$ cat config.mk
export PLATFORM = sky130hd
export DESIGN_NAME = vmac_exec_unit
export DESIGN_NICKNAME = d
export VERILOG_FILES = /design/src/rtl/vmac_exec_unit.sv
export SDC_FILE = /design/constraint.sdc
export NUM_CORES = 1
export LEC_CHECK = 0
export CORE_MARGIN = 3
export CORE_UTILIZATION = 45
export DETAILED_ROUTE_END_ITERATION = 6
export DONT_BUFFER_PORTS = 1
export PLACE_DENSITY = 0.7
export SLEW_MARGIN = 20
export SYNTH_ARGS = -nofsm -noshare
export SYNTH_HDL_FRONTEND = slang
export SYNTH_SLANG_ARGS = --single-unit
$ cat constraint.sdc
create_clock -name clk -period 11.78 [get_ports clk]
set_clock_uncertainty 0.1 [all_clocks]
set_input_delay 1.178 -clock clk [delete_from_list [all_inputs] [get_ports clk]]
set_output_delay 1.178 -clock clk [all_outputs]
set_load 0.01 [all_outputs]
$ cat src/rtl/vmac_exec_unit.sv
// Execute-stage unit for the packed-SIMD VMAC extension.
// Processes one lane per cycle through a single shared signed multiplier.
module vmac_exec_unit #(
    parameter int unsigned LANE_W    = 8,
    parameter int unsigned NUM_LANES = 4
) (
    input  logic        clk,
    input  logic        rst,
    input  logic        start,
    input  logic [1:0]  vmac_ctrl,
    input  logic [4:0]  rd_in,
    input  logic [31:0] rs1_data,
    input  logic [31:0] rs2_data,
    input  logic [31:0] acc_data,
    input  logic        flush,
    output logic        stall,
    output logic        busy,
    output logic        done,
    output logic [31:0] result,
    output logic [4:0]  rd_out,
    output logic        wb_en
);

    localparam int unsigned CNT_W = (NUM_LANES > 1) ? $clog2(NUM_LANES) : 1;
    localparam logic [CNT_W-1:0] LAST_LANE = CNT_W'(NUM_LANES - 1);

    typedef enum logic [1:0] {
        IDLE = 2'b00,
        EXEC = 2'b01,
        DONE = 2'b10
    } state_t;

    typedef enum logic [1:0] {
        OP_PVADD       = 2'b00,
        OP_PVMUL       = 2'b01,
        OP_PVMAC       = 2'b10,
        OP_PVMUL_UPPER = 2'b11
    } op_t;

    state_t             state_q;
    state_t             state_d;
    logic [CNT_W-1:0]   cnt_q;
    logic [31:0]        a_q;
    logic [31:0]        b_q;
    logic [31:0]        acc_q;
    op_t                op_q;
    logic [4:0]         rd_q;
    logic               accept;

    logic signed [LANE_W-1:0]   a_lane;
    logic signed [LANE_W-1:0]   b_lane;
    logic signed [2*LANE_W-1:0] prod;
    logic signed [31:0]         prod_ext;
    logic [LANE_W-1:0]          lane_res;
    logic [31:0]                work_d;
    int unsigned                lane_base;

    assign accept = start & ~flush & ((state_q == IDLE) | (state_q == DONE));

    always_comb begin
        state_d = state_q;
        busy    = 1'b0;
        done    = 1'b0;
        wb_en   = 1'b0;
        unique case (state_q)
            IDLE: begin
                if (start) state_d = EXEC;
            end
            EXEC: begin
                busy = 1'b1;
                if (cnt_q == LAST_LANE) state_d = DONE;
            end
            DONE: begin
                done    = 1'b1;
                wb_en   = 1'b1;
                state_d = start ? EXEC : IDLE;
            end
            default: state_d = IDLE;
        endcase
        if (flush) state_d = IDLE;
        stall = busy | (start & ((state_q == IDLE) | (state_q == DONE)));
    end

    always_ff @(posedge clk) begin
        if (rst) state_q <= IDLE;
        else     state_q <= state_d;
    end

    // acc_q doubles as the lane-assembly register for the lane-wise ops
    // and as the running sum for PVMAC, so one datapath serves all four.
    always_comb begin
        lane_base = 32'(cnt_q) * LANE_W;
        a_lane    = a_q[lane_base +: LANE_W];
        b_lane    = b_q[lane_base +: LANE_W];
        prod      = (2*LANE_W)'(a_lane) * (2*LANE_W)'(b_lane);
        prod_ext  = 32'(prod);
        lane_res  = '0;
        work_d    = acc_q;
        unique case (op_q)
            OP_PVADD:       lane_res = a_lane + b_lane;
            OP_PVMUL:       lane_res = prod[LANE_W-1:0];
            OP_PVMUL_UPPER: lane_res = prod[2*LANE_W-1:LANE_W];
            default:        lane_res = '0;
        endcase
        if (op_q == OP_PVMAC) work_d = acc_q + prod_ext;
        else                  work_d[lane_base +: LANE_W] = lane_res;
    end

    always_ff @(posedge clk) begin
        if (rst) begin
            cnt_q  <= '0;
            a_q    <= '0;
            b_q    <= '0;
            acc_q  <= '0;
            op_q   <= OP_PVADD;
            rd_q   <= '0;
            result <= '0;
            rd_out <= '0;
        end else if (accept) begin
            cnt_q <= '0;
            a_q   <= rs1_data;
            b_q   <= rs2_data;
            acc_q <= (vmac_ctrl == OP_PVMAC) ? acc_data : '0;
            op_q  <= op_t'(vmac_ctrl);
            rd_q  <= rd_in;
        end else if ((state_q == EXEC) && !flush) begin
            acc_q <= work_d;
            cnt_q <= cnt_q + CNT_W'(1);
            if (cnt_q == LAST_LANE) begin
                result <= work_d;
                rd_out <= rd_q;
            end
        end
    end

endmodule

==> impl_results.md, run 1 <==
* Status: finished, final reports clean
* Avg Cell Area, Syn at a little over 8 sq um
* CTS tree: built
* Antenna-violating nets left at 0
* Crit path top cell by count: inv_1
* FF-to-FF setup slack at ~2900 ps
* H-tree Lvls at 4
* Top-area cell type share of the netlist area at 27.0%
* Family with the most delay on the worst path: compound AO/OA/AOI/OAI gates
* CTS buffer count at 17
* # resized after CTS at 0
* Worst Path Buf+Inv at 6
* Wire length per cell at 18.8 microns
* PwrDens at roughly 110 mW/mm^2
* CP Class: reg2reg
* Final Hold Fails at 0
* Hold Startpoint: a_q[20]$_SDFFE_PP0P_
* Die Height at 160 microns
* Slowest cell on crit path: nor2_1
* CORE AREA at 0.0230 sq mm
* Crit Path Max Fanout at 26
* Reg-to-reg startpoint: cnt_q[0]$_SDFFE_PP0P_
* Post-CTS Hold Buffers at 0
* Drt total wl at between 30,000 and 40,000 microns
* Clock transition at path regs at around 70 ps
* CP Data Required Time at 12,010 ps
* Final setup viols at 0
* ANT cells at 0
* Most used DFF post-synth: dfxtp_1
* Fillers at 2,231
* I/O Pins at 148
* Input/output buffers at 0
* Hold path cells at 2
* Placed cell count at ~1,600
* Max Freq at 112 MHz
* Largest family of logic cells by synthesized area: compound AO/OA/AOI/OAI gates
* Yosys top cell by area: dfxtp_1
* FF+latch area at 0.00288 sq mm
* Root buf cell: clkbuf_16
* Synth Net Count at 1,551
* Vias in the first global route at roughly 9,000
* Util after Layout at 49.8%
* Xor/xnor share of the synthesized area at between 3 and 4%
* Post-CTS setup buffers at 0
* Synth Area in Compound Gates at 21.4%
* RSZ-0062 raised after global routing: no
* Synth cell count leaders: nand2_1, a21oi_1, dfxtp_1, inv_1, nor2_1
* Hold_ws at 346 ps
* Lkg Pwr at around 4.7 nW
* Number of synthesized flops with an enable pin at 0
* Adder-Cell Fraction of Synth Area at 19.4%
* Period utilisation layout at 75.8%
* Area grow syn2layout at 7.38%
* Asr flop ratio synth at 0%
* Dpl cell area at 0.0109 sq mm
* HPWL Detailed at 23,200 microns
* Worst setup SP type: flop
* Mux cell area share after synthesis at approximately 4.1%
* Warnings from Yosys at 0
* Min-delay worst type: reg2reg
* Vias at 9,361
* CP endpoint kind: flop
* Slew margin rel. at 25.5%
* Residual DRC count at 0
* Hold path endpoint: a_q[20]$_SDFFE_PP0P_
* Layout Cells excl Fill at 1,600
* Worst setup margin at around 2900 ps
* Setup TNS at 0 ps
* Worst slew pin tran at 1110 ps
* Clock latency on the worst-skew pair at 430 ps
* Post-Syn Instances at 1,313
* RR Endpoint: acc_q[31]$_SDFFE_PP0P_
* Gpl congestion at 0.918
* Final Critical Period at 8930 ps
* # Max-Cap Violations at 0
* Power consumption at 1.24 mW
* Pre-CTS WS at 2890 ps
* CTS sink count at 144
* DIE WIDTH at 160 microns
* Synth unique cells at 71
* Initial core utilization at between 40% and 50%
* Layout cell share with drive strength beyond 1 at 5.67%
* Seq cells post-synth at approximately 140
* Global-route wire length before repair at ~48,000 microns
* Drt pass-1 iters at 5
* Max-slew violations at 0
* VDD IR max at 0.0962 mV
* Initial DRC count at 914
* Drt via density at 5.85
* Post-route cell area at 0.0114 sq mm
* Global Route Usage Sum at roughly a quarter
* Footprint of the multi-input gates at 0.00711 sq mm
* Synth Area in Simple Gates at 17.9%
* Rows at 55
* Initial antenna violation count at 0
* Reg2reg path depth at 30
* Crit path largest cell delay at 870 ps
* Post-synth design cell area at 0.0107 sq mm
* Die area at roughly 0.026 sq mm
* # nets final at 1,512
* Synth top area cells: dfxtp_1, fa_1, ha_1
* Arr. time, crit path at between 9000 and 10,000 ps
* Sequential-to-total area share from yosys stat at 27.0%
* Longest Clk Path Bufs at 2
* Largest net degree at the start of global routing at 146
* Count leader, synth: nand2_1
* Total grt overflow at 0
==> worst register-to-register path: cells and delay by family, from the launching register on <==
kind / cells / cell delay (ps)
adders and majority gates: 6 / 2810
buffers and inverters: 6 / 770
DFF: 1 / 310
muxes: 3 / 850
AOI/OAI and AO/OA: 12 / 2950
and+or+nand+nor: 3 / 1040
==> how the worst max path moves through the flow <==
stage / depth (start not counted) / endpoint / startpoint
after floorplan: 31 / acc_q[31]$_SDFFE_PP0P_ / cnt_q[0]$_SDFFE_PP0P_
after global placement: 30 / acc_q[31]$_SDFFE_PP0P_ / cnt_q[0]$_SDFFE_PP0P_
after detailed placement: 30 / acc_q[31]$_SDFFE_PP0P_ / cnt_q[0]$_SDFFE_PP0P_
after CTS: 30 / acc_q[31]$_SDFFE_PP0P_ / cnt_q[0]$_SDFFE_PP0P_
after global routing: 30 / acc_q[31]$_SDFFE_PP0P_ / cnt_q[0]$_SDFFE_PP0P_
final: 30 / acc_q[31]$_SDFFE_PP0P_ / cnt_q[0]$_SDFFE_PP0P_
==> final cells by class <==
class	count	share of cell area, %
Multi-Input combinational cell	989	62.1
Sequential cell	144	25.2
Clock buffer	17	3.72
Inverter	113	3.71
Tap cell	313	3.42
Clock inverter	15	1.30
Timing Repair Buffer	9	0.590
==> cell families (layout without fill, tap and decap cells) <==
family | count (synthesis) | in the layout
buffers and inverters | 180 | 154
DFF | 144 | 144
muxes | 25 | 25
AOI/OAI and AO/OA | 365 | 365
and+or+nand+nor | 424 | 424
adders and majority gates | 131 | 131
xor gates and xnor gates | 44 | 44
==> registers in the layout, summed over array words and instances, names as in the netlist <==
register / cells
acc_q: 32
cnt_q: 2
state_q: 2
result: 32
op_q: 2
a_q: 32
rd_out: 5
b_q: 32
rd_q: 5
==> routing by layer <==
| layer | vias to the layer above | track usage [%] | part of all wire (%) |
|---|---|---|---|
| met2 | 404 | 34.5 | 44 |
| li1 | 4467 | - | - |
| met1 | 4442 | 33.8 | 45 |
| met3 | 48 | 5.14 | 8.8 |
| met4 | 0 | 7.50 | 2.6 |
| met5 | - | 0 | 0 |
==> placed cells by master, fill, tap and decap left out, types with 9 or more instances in the layout <==
| master | instances |
|---|---|
| nand2_1 | 212 |
| nand2b_1 | 12 |
| a22oi_1 | 20 |
| a21o_1 | 19 |
| a21oi_1 | 156 |
| fa_1 | 57 |
| a222oi_1 | 12 |
| o21ai_0 | 49 |
| inv_1 | 112 |
| a221oi_1 | 9 |
| nand3_1 | 15 |
| ha_1 | 74 |
| xnor2_1 | 37 |
| o22ai_1 | 15 |
| mux4_2 | 15 |
| nor3_1 | 16 |
| buf_4 | 9 |
| mux2i_1 | 9 |
| nand3b_1 | 9 |
| dfxtp_1 | 144 |
| clkbuf_16 | 17 |
| a211oi_1 | 19 |
| nor2_1 | 82 |
| and2_1 | 38 |
==> power breakdown <==
group | total, mW | leakage (nW) | switching, mW | internal [mW]
Clock | 0.537 | 0.277 | 0.239 | 0.298
Sequential | 0.512 | 1.17 | 0.0107 | 0.501
Combinational | 0.190 | 3.21 | 0.121 | 0.0685
(Power assumes the default switching activity.)
==> run 2: changes to the inputs <==
Clock period 11.78 ns to 8.9 ns, I/O delays scaled along.
==> impl_results.md, run 2 (same netlist as run 1, synthesis figures left out) <==
* Layout cell share with drive strength beyond 1 at 5.89%
* Arr. time, crit path at 8470 ps
* Slowest cell on crit path: fa_1
* Longest Clk Path Bufs at 2
* Input/output buffers at 0
* VDD IR max at approximately 0.14 mV
* Status: finished, final reports clean
* Crit Path Max Fanout at 16
* Most frequent cells in the layout: nand2_1, a21oi_1, dfxtp_1
* CTS buffer count at 17
* Global Route Usage Sum at 23.6%
* HPWL Detailed at about 23,000 microns
* Final Hold Fails at 0
* Worst setup SP type: flop
* Worst slew pin tran at 948 ps
* Lkg Pwr at 4.68 nW
* # Max-Cap Violations at 0
* CTS sink count at 144
* Dpl cell area at 0.0109 sq mm
* CP Data Required Time at 9120 ps
* Reg-to-reg startpoint: cnt_q[0]$_SDFFE_PP0P_
* Clock transition at path regs at 60 ps
* Rows at 55
* RSZ-0062 raised after global routing: no
* Met1 usage at 33.8%
* FF+latch area at between 0.002 and 0.003 sq mm
* Drt total wl at between 30,000 and 40,000 microns
* Max-slew violations at 0
* Min-delay worst type: reg2reg
* Crit path largest cell delay at between 500 and 600 ps
* Slew margin rel. at 36.7%
* Power consumption at 1.65 mW
* CORE AREA at 0.0230 sq mm
* Final setup viols at 0
* Initial core utilization at 46.4%
* I/O Pins at 148
* Max Freq at 121 MHz
* Initial antenna violation count at 1
* Total grt overflow at 0
* Placed cell count at between 1,500 and 2,000
* CP Class: reg2reg
* Period utilisation layout at 92.7%
* CP endpoint kind: flop
* Antenna-violating nets left at 0
* ANT cells at 0
* Drt via density at just under 6
* Gr busiest metal: met2
* Largest net degree at the start of global routing at 146
* Reg2reg path depth at 31
* # nets final at about 1,500
* Root buf cell: clkbuf_16
* Vias at 9,424
* Crit path top cell by count: inv_1
* Layout Cells excl Fill at 1,603
* Critical Path End: acc_q[31]$_SDFFE_PP0P_
* Setup TNS at 0 ps
* Global-route wire length before repair at 48,800 microns
* CTS tree: built
* Fillers at 2,220
* FF-to-FF setup slack at 650 ps
* Clock latency on the worst-skew pair at 430 ps
* Commonest non-fill, non-tap cell in the layout: nand2_1
* Post-CTS Hold Buffers at 0
* Die Height at 160 microns
* Met2 usage at 36.0%
* Gpl congestion at between 0.9 and 1
* Setup crit start: cnt_q[0]$_SDFFE_PP0P_
* Residual DRC count at 0
* Hold_ws at 349 ps
* Die area at roughly 0.026 sq mm
* Vias in the first global route at 9,076
* Post-CTS setup buffers at 0
* H-tree Lvls at 4
* Footprint of the multi-input gates at 0.00711 sq mm
* Drt pass-1 iters at 6
* Final Critical Period at between 8000 and 9000 ps
* Post-route cell area at 0.0115 sq mm
* PwrDens at 143 mW/mm^2
* GR met3 Demand/Resource at just under 6%
* RR Endpoint: acc_q[31]$_SDFFE_PP0P_
* Initial DRC count at 1,028
* # resized after CTS at 0
* DIE WIDTH at 160 microns
* Wire length per cell at 19.2 microns
* Area grow syn2layout at 7.68%
## run 2: worst min path at each step
stage | start | end | slack [ps] | cells past startpoint
CTS | rd_q[1]$_SDFFE_PP0P_ | rd_out[1]$_SDFFE_PP0P_ | 350 | 2
global route | a_q[18]$_SDFFE_PP0P_ | a_q[18]$_SDFFE_PP0P_ | 370 | 2
finish | rd_q[1]$_SDFFE_PP0P_ | rd_out[1]$_SDFFE_PP0P_ | 350 | 2
floorplan | rd_q[0]$_SDFFE_PP0P_ | rd_out[0]$_SDFFE_PP0P_ | 330 | 2
global placement | b_q[30]$_SDFFE_PP0P_ | b_q[30]$_SDFFE_PP0P_ | 330 | 2
detailed placement | b_q[30]$_SDFFE_PP0P_ | b_q[30]$_SDFFE_PP0P_ | 340 | 2
## run 2: cell type report
cell class | count | share of cell area [%]
Sequential cell | 144 | 25.1
Timing Repair Buffer | 12 | 0.785
Tap cell | 313 | 3.41
Clock inverter | 14 | 1.25
Multi-Input combinational cell | 989 | 61.9
Clock buffer | 18 | 3.83
Inverter | 113 | 3.70
## run 2: per-stage QoR
stage / utilization, % / setup slack, ps
final: 49.9 / 652
after global routing: 49.9 / 131
after CTS: 49.9 / 733
after detailed placement: 47.4 / 776
after global placement: 47.4 / 978
after floorplan: - / 662
## run 2: critical path, delay by kind of cell (launching register included)
family	cells	cell delay, ps
mux	3	840
buf+inv	7	840
fa+ha+maj	6	2750
simple gates	2	110
compound gates	13	3170
flops	1	330
## run 2: per-layer routing
metal | part of all wire, % | vias up | wire length (microns)
met1 | 45 | 4497 | 13900
met3 | 8.9 | 38 | 2740
met2 | 44 | 398 | 13700
met4 | 1.8 | 2 | 547
met5 | 0.013 | - | 4
li1 | - | 4489 | -
## run 2: power by group
group	leakage [nW]	switching, mW	internal, mW
combinational	3.23	0.161	0.0919
clock	0.287	0.312	0.402
sequential	1.17	0.0149	0.663
==> run 3: changes to the inputs <==
Clock period 8.9 ns to 8.2 ns, I/O delays scaled along.
==> impl_results.md, run 3 (same netlist as run 1, synthesis figures left out) <==
* Post-route cell area at 0.0116 sq mm
* CORE AREA at 0.0230 sq mm
* Post-CTS Hold Buffers at 0
* Slowest cell on crit path: mux4_2
* Drt pass-1 iters at 6
* Clock latency on the worst-skew pair at 430 ps
* Gpl congestion at 0.959
* HPWL Detailed at ~24,000 microns
* Vias at 9,496
* Initial core utilization at 46.4%
* Min-delay worst type: reg2reg
* CP endpoint kind: flop
* Input/output buffers at 0
* Root buf cell: clkbuf_16
* VDD IR max at 0.150 mV
* Crit Path Max Fanout at 17
* Clock network power share at 45.5%
* Part of the power in registers at between 30% and 40%
* Combinational fraction of design power at between 10% and 20%
* Total grt overflow at 0
* CTS buffer count at 17
* ANT cells at 0
* Int Pwr at 1.32 mW
* Fillers at 2,227
* Worst setup SP type: flop
* Residual DRC count at 0
* Longest Clk Path Bufs at 2
* Status: finished, final reports clean
* Largest net degree at the start of global routing at 146
* Crit path top cell by count: fa_1
* CTS sink count at ~140
* Most frequent cells in the layout: nand2_1, a21oi_1, dfxtp_1
* Max-slew violations at 0
* Worst slew pin tran at 949 ps
* Commonest non-fill, non-tap cell in the layout: nand2_1
* Drt total wl at 31,500 microns
* Sw frac at 29.3%
* CP Class: reg2reg
* Arr. time, crit path at about 7900 ps
* PwrDens at 160 mW/mm^2
* Worst Path Buf+Inv at 4
* Wire length per cell at 19.6 microns
* Hold path cells at 2
* Die area at 0.0256 sq mm
* Sw Pwr at 0.546 mW
* I/O Pins at about 150
* Max Freq at 130 MHz
* Rows at 55
* Period utilisation layout at 93.8%
* Slew margin rel. at between 30% and 40%
* # nets final at 1,522
* Initial DRC count at around 1,100
* Crit path largest cell delay at 650 ps
* Vias in the first global route at 8,947
* CP Data Required Time at roughly 8400 ps
* Worst path depth at 26
* Lkg Pwr at ~4.7 nW
* Reg2reg path depth at 26
* Final Critical Period at 7690 ps
* Drt via density at 5.90
* # Max-Cap Violations at 0
* Dpl cell area at 0.0109 sq mm
* H-tree Lvls at 4
* Global Route Usage Sum at 24.0%
* Setup TNS at 0 ps
* Die Height at between 150 and 200 microns
* DIE WIDTH at about 160 microns
* CTS tree: built
* Final Hold Fails at 0
* Global-route wire length before repair at 49,600 microns
* Initial antenna violation count at 2
* Family with the most delay on the worst path: adder cells
* Area grow syn2layout at 9.11%
* Clock transition at path regs at 70 ps
* Final setup viols at 0
* Antenna-violating nets left at 0
* Layout cell share with drive strength beyond 1 at 6.71%
## run 3: changes by cell type in the layout (fill, tap and decap cells not counted), moves of 2 or more
cell       previous run  this run
buf_4                12        17
bufinv_16             1         3
inv_6                 6         3
buf_12                0         2
inv_8                 2         7
clkinv_4              3         1
o21ai_0              49        47
## run 3: repair_timing
| item | CTS | global route |
|---|---|---|
| buffers inserted | 0 | 3 |
| resized for setup | 0 | 7 |
| endpoints found under the setup margin | 0 | 18 |
| hold endpoints to repair | 0 | 0 |
## run 3: through the flow
step                power (mW)  instances  hold slack, ps  setup WS (ps)  util [%]
global placement          1.02       1575             335            209      47.6
CTS                       1.86       1607             348           3.53      50.4
detailed placement        1.02       1575             338           45.0      47.6
global route              1.93       1610             346          -1.91      50.6
floorplan                0.957       1313             332            195         -
finish                    1.86       1610             350            508      50.6
## run 3: worst paths after layout
path	start	end	slack, ps
setup / recovery	cnt_q[0]$_SDFFE_PP0P_	acc_q[31]$_SDFFE_PP0P_	510
hold / removal	a_q[21]$_SDFFE_PP0P_	a_q[21]$_SDFFE_PP0P_	350
setup reg to reg	cnt_q[0]$_SDFFE_PP0P_	acc_q[31]$_SDFFE_PP0P_	510
hold reg to reg	a_q[21]$_SDFFE_PP0P_	a_q[21]$_SDFFE_PP0P_	350
## run 3: final cells by class
class | instances | area [sq um] | share of cell area, %
multi-input combinational | 989 | 7130 | 61.3
sequential | 144 | 2880 | 24.8
clock buffer | 17 | 425 | 3.66
inverter | 113 | 424 | 3.65
tap | 313 | 392 | 3.37
clock inverter | 15 | 211 | 1.82
timing repair buffer | 19 | 168 | 1.44
## run 3: tightest hold or removal path, cell delays in order (launching register included)
cell and delay, ps:
dfxtp_1 310, nand2_1 50, a21oi_1 50
## run 3: power by group through the flow
stage | Clock, mW | Sequential, mW | Combinational (mW)
5_1_grt | 0.887 | 0.737 | 0.310
3_5_place_dp | 0 | 0.751 | 0.272
2_1_floorplan | 0 | 0.744 | 0.213
6_report | 0.848 | 0.736 | 0.281
4_1_cts | 0.852 | 0.735 | 0.274
3_3_place_gp | 0 | 0.750 | 0.270
## run 3: metal layers
| layer | track usage (%) | part of all wire, % |
|---|---|---|
| met1 | 34.6 | 45 |
| met2 | 36.7 | 45 |
| met3 | 6.25 | 9.5 |
| met4 | 4.69 | 1.1 |
| met5 | 0 | 0.067 |
